<file path="config.mk">
export PLATFORM = sky130hd
export DESIGN_NAME = sushi_scorer
export DESIGN_NICKNAME = d
export VERILOG_FILES = /design/src/rtl/sushi_scorer.sv
export SDC_FILE = /design/constraint.sdc
export NUM_CORES = 1
export LEC_CHECK = 0
export CAP_MARGIN = 20
export CORE_AREA = 2 2 80 82
export CTS_CLUSTER_SIZE = 24
export DETAILED_ROUTE_END_ITERATION = 8
export DIE_AREA = 0 0 82 84
export PLACE_DENSITY = 0.57
export SYNTH_ARGS = -nofsm -noshare
export SYNTH_HDL_FRONTEND = slang
export SYNTH_SLANG_ARGS = --single-unit
export TNS_END_PERCENT = 30
</file>
<file path="constraint.sdc">
create_clock -name i_clk -period 2 [get_ports i_clk]
set_input_delay 0.6 -clock i_clk [delete_from_list [all_inputs] [get_ports i_clk]]
set_output_delay 0.6 -clock i_clk [all_outputs]
set_load 0.02 [all_outputs]
</file>
<file path="src/rtl/sushi_scorer.sv">
// Catch-to-score game logic: decodes caught objects into BCD points, strikes and a combo
// multiplier, feeding the HUD. Points are added one BCD unit per cycle while in ADD.

// One BCD digit of the score incrementer; carries ripple digit to digit.
module sushi_bcd_digit (
  input  logic [3:0] i_d,
  input  logic       i_cin,
  output logic [3:0] o_q,
  output logic       o_cout
);
  logic w_nine;

  assign w_nine = (i_d == 4'd9);
  assign o_cout = i_cin & w_nine;
  assign o_q    = !i_cin ? i_d : (w_nine ? 4'd0 : i_d + 4'd1);
endmodule

module sushi_scorer #(
  parameter int MAX_STRIKES = 3,
  parameter int COMBO_LEN   = 4
) (
  input  logic        i_clk,
  input  logic        i_reset,
  input  logic        i_start,
  input  logic        i_catch_valid,
  input  logic [1:0]  i_obj_code,
  output logic        o_ready,
  output logic [15:0] o_score_bcd,
  output logic [1:0]  o_strikes,
  output logic        o_combo,
  output logic        o_game_over
);
  localparam int NUM_DIGITS = 4;
  localparam int SW = $clog2(COMBO_LEN + 1);
  localparam logic [SW-1:0] COMBO_V = SW'(COMBO_LEN);
  localparam logic [1:0]    MAX_V   = 2'(MAX_STRIKES);

  typedef enum logic [1:0] {S_IDLE, S_PLAY, S_ADD, S_OVER} state_t;

  state_t        r_state, w_state_n;
  logic [15:0]   r_score, w_score_n, w_score_inc;
  logic [1:0]    r_strikes, w_strikes_n, w_strikes_inc;
  logic [SW-1:0] r_streak, w_streak_n, w_streak_inc;
  logic [2:0]    r_pending, w_pending_n;
  logic [NUM_DIGITS:0] w_carry;

  // Carry out of the top digit with a forced carry-in means every digit is 9: the score is saturated.
  assign w_carry[0] = 1'b1;
  generate
    for (genvar g = 0; g < NUM_DIGITS; g++) begin : g_dig
      sushi_bcd_digit u_dig (
        .i_d    (r_score[4*g +: 4]),
        .i_cin  (w_carry[g]),
        .o_q    (w_score_inc[4*g +: 4]),
        .o_cout (w_carry[g+1])
      );
    end
  endgenerate

  assign w_strikes_inc = r_strikes + 2'd1;
  assign w_streak_inc  = (r_streak == COMBO_V) ? COMBO_V : r_streak + SW'(1);

  always_comb begin
    w_state_n   = r_state;
    w_score_n   = r_score;
    w_strikes_n = r_strikes;
    w_streak_n  = r_streak;
    w_pending_n = r_pending;
    case (r_state)
      S_IDLE, S_OVER: begin
        if (i_start) begin
          w_score_n   = '0;
          w_strikes_n = '0;
          w_streak_n  = '0;
          w_pending_n = '0;
          w_state_n   = S_PLAY;
        end
      end
      S_PLAY: begin
        if (i_catch_valid) begin
          if (i_obj_code == 2'b00) begin
            w_streak_n  = '0;
            w_strikes_n = w_strikes_inc;
            if (w_strikes_inc == MAX_V) w_state_n = S_OVER;
          end else begin
            w_streak_n  = w_streak_inc;
            w_pending_n = (w_streak_inc == COMBO_V) ? {i_obj_code, 1'b0} : {1'b0, i_obj_code};
            w_state_n   = S_ADD;
          end
        end
      end
      S_ADD: begin
        if (!w_carry[NUM_DIGITS]) w_score_n = w_score_inc;
        w_pending_n = r_pending - 3'd1;
        if (r_pending == 3'd1) w_state_n = S_PLAY;
      end
      default: w_state_n = S_IDLE;
    endcase
  end

  always_ff @(posedge i_clk) begin
    if (i_reset) begin
      r_state   <= S_IDLE;
      r_score   <= '0;
      r_strikes <= '0;
      r_streak  <= '0;
      r_pending <= '0;
    end else begin
      r_state   <= w_state_n;
      r_score   <= w_score_n;
      r_strikes <= w_strikes_n;
      r_streak  <= w_streak_n;
      r_pending <= w_pending_n;
    end
  end

  assign o_ready     = (r_state == S_PLAY);
  assign o_game_over = (r_state == S_OVER);
  assign o_combo     = (r_streak == COMBO_V);
  assign o_score_bcd = r_score;
  assign o_strikes   = r_strikes;
endmodule

</file>
==> results by group <==
Synth
  • Post-synth top area share: 29.52%
  • Post-Syn Area: 1763 µm²
  • Synth cell count leaders: dfxtp_1 (26), a21oi_1 (17), ha_1 (14), inv_1 (14), o21ai_0 (13)
  • Warnings, synthesis: 0
  • Ys flop type: dfxtp_1
  • Syn Nets: 223
  • Sequential fraction of the synthesis area: 29.52%
  • Asr flop ratio synth: 0%
  • Top-count cell post-synth: dfxtp_1
  • Post-Synthesis Cells: 203
  • Synth cell types: 51
  • Mapped Avg Cell Area: 8.684 µm²
  • Dominant cells by area after synthesis: dfxtp_1 (30%), ha_1 (9.9%), a21oi_1 (4.8%), o21ai_0 (3.7%), inv_1 (3.0%)
  • Number of synthesized register bits: 26
  • Leading area contributor after synthesis: dfxtp_1
  • Post-synth EDFFs: 0

Power
  • Maximum vdd drop: 0.3841 mV
  • Pleak: 0.0009175 µW
  • Pwr dens: 581.1 nW/µm²
  • Power, Total: 1323 µW

Global routing
  • GRT Total Usage: 13.33%
  • Number of global-route vias before repair: 1635
  • GR Overflow Total: 0
  • Initial antenna violation count: 0
  • Global-route wire length before repair: 7493 µm
  • Largest net degree at the start of global routing: 15

Detailed routing
  • Detail Route Antenna Nets: 0
  • Vias: 1660
  • Final wirelength: 4346 µm
  • Drt wl/cell: 13.54 µm
  • Vias per std cell: 5.171
  • Drt pass-1 iters: 4
  • Starting DRC count in detailed routing: 80
  • DR DRC count: 0

Placement
  • Port Buffers: 26
  • Gpl congestion: 0.7597
  • Final HPWL DP: 3325 µm

STA
  • Final setup fails: 0
  • Tcrit/Tclk final: 96.90%
  • Setup Skew: 2.582 ps
  • Setup TNS: 0 ps
  • RSZ-0062 raised after global routing: false
  • Worst slew pin tran: 417.6 ps
  • Relative slew margins: 72.07%
  • Max Freq: 516.0 MHz
  • Hold slack: 503.3 ps
  • Fin crit period: 1938 ps
  • Slew Viols, Final: 0
  • Final Hold Vio Count: 0

Setup path
  • R2r startpoint: r_state[0]$_SDFFE_PP0P_
  • Critical Path End Type: primary output
  • Crit path kind: register to primary output
  • Critical path's slowest cell: clkdlybuf4s50_1
  • Crit path buf inv count: 1
  • CP max FO: 6
  • CP Data Required Time: 1400 ps
  • CP arrival: 1340 ps
  • Critical Path Source: o_score_bcd[4]$_SDFFE_PP0P_
  • Type of origin of the critical path: register
  • Crit-path cells: clkdlybuf4s50_1
  • CP top delay family: buffers and inverters
  • CP peak stage delay: 640 ps

Final layout
  • Fraction of layout cells with a size suffix above 1: 15.57%
  • Diodes inserted: 0
  • Synthesis-to-layout area growth: 29.10%
  • Fin nets: 266
  • Fill cells: 648

Clock tree
  • CTS tree: yes
  • Post-CTS Setup Bufs: 0
  • Total CTS buffers: 3
  • Clock root buffer: clkbuf_8
  • Clock transition at path regs: 90 ps
  • Clock Sinks: 26
  • Skew-Pair Late Insertion Delay: 270 ps
  • H-tree depth: 1
  • CTS Buffer Depth: 2
  • Hold_buf cts: 0

Job
  • Max_cap viols: 0

Die
  • Die height: 84 µm
  • DIE AREA: 6888 µm²
  • Top-Level Pins: 27
  • Starting density of the core: 28.92%
  • Core Area: 6096 µm²
  • Die width: 82 µm
  • Cell row count: 29

Run status
  • Status: finished clean

Hold path
  • Worst Hold Class: register to register
  • Min-delay src: r_streak[1]$_SDFFE_PP0P_
==> report_power, final <==
group	internal (µW)	switching [µW]
Sequential	539	22.4
Clock	135	175
Combinational	201	250
==> per-layer routing <==
metal	up-vias	track usage, %	part of all wire [%]	wire [µm]
met4	0	1.364	0.35	15
met5	-	0	0	0
met3	2	2.814	3.7	160
li1	842	-	-	-
met2	32	22.69	48	2079
met1	784	17.68	48	2091
==> final cells by class <==
type                       count  area [µm²]  share of cell area [%]
clock buffer                   3       41.29                   1.814
inverter                      15       56.30                   2.474
multi-input combinational    154        1149                   50.47
sequential                    26       520.5                   22.87
tap                           77       96.34                   4.233
timing repair buffer          46       412.9                   18.14
==> registers in the layout, indices dropped and copies added, names as in the netlist <==
name	count
o_score_bcd	16
o_strikes	2
r_streak	3
r_state	2
r_pending	3
==> repair_timing <==
action | CTS | global route
gates resized for setup | 3 | 8
pin swaps | 0 | 0
setup endpoints to repair | 3 | 10
==> kinds of logic after synthesis <==
logic type | share of synthesized area [%]
XOR/XNOR | 1.988
AO/OA/AOI/OAI | 20.94
buffers and inverters | 5.961
multiplexers | 3.690
flip-flops | 29.52
adder cells (fa/ha/maj) | 9.936
AND/OR/NAND/NOR | 27.96
==> layout by cell type, fill, tap and decap left out, drive strengths merged, types with 3 or more instances in the layout <==
master	n
nor2b	6
buf	20
or4	5
dfxtp	26
nand2b	3
nand2	7
nor4	4
dlymetal6s2s	4
nor3	4
inv	15
clkdlybuf4s50	19
o211ai	3
nand3	4
clkbuf	4
nand3b	4
a21oi	17
a41oi	3
o21ai	21
or3	3
ha	14
nor2	10
nand4	6
a31oi	5
mux2i	5
==> per-stage QoR <==
step,area [µm²],worst slack [ps],instances,utilization (%)
2_1_floorplan,1763,242.7,203,-
3_3_place_gp,2221,-140.6,318,36.43
3_5_place_dp,2221,-166.1,318,36.43
4_1_cts,2258,20.45,321,37.05
5_1_grt,2276,4.450,321,37.34
6_report,2276,61.97,321,37.34
==> path summary, 6_finish.rpt <==
check | to | slack (ps) | depth (start not counted)
setup / recovery | o_score_bcd[4] | 60 | 1
hold / removal | r_streak[1]$_SDFFE_PP0P_ | 500 | 2
setup reg to reg | r_pending[1]$_SDFFE_PP0P_ | 140 | 6
hold reg to reg | r_streak[1]$_SDFFE_PP0P_ | 500 | 2
(Power assumes the default switching activity.)
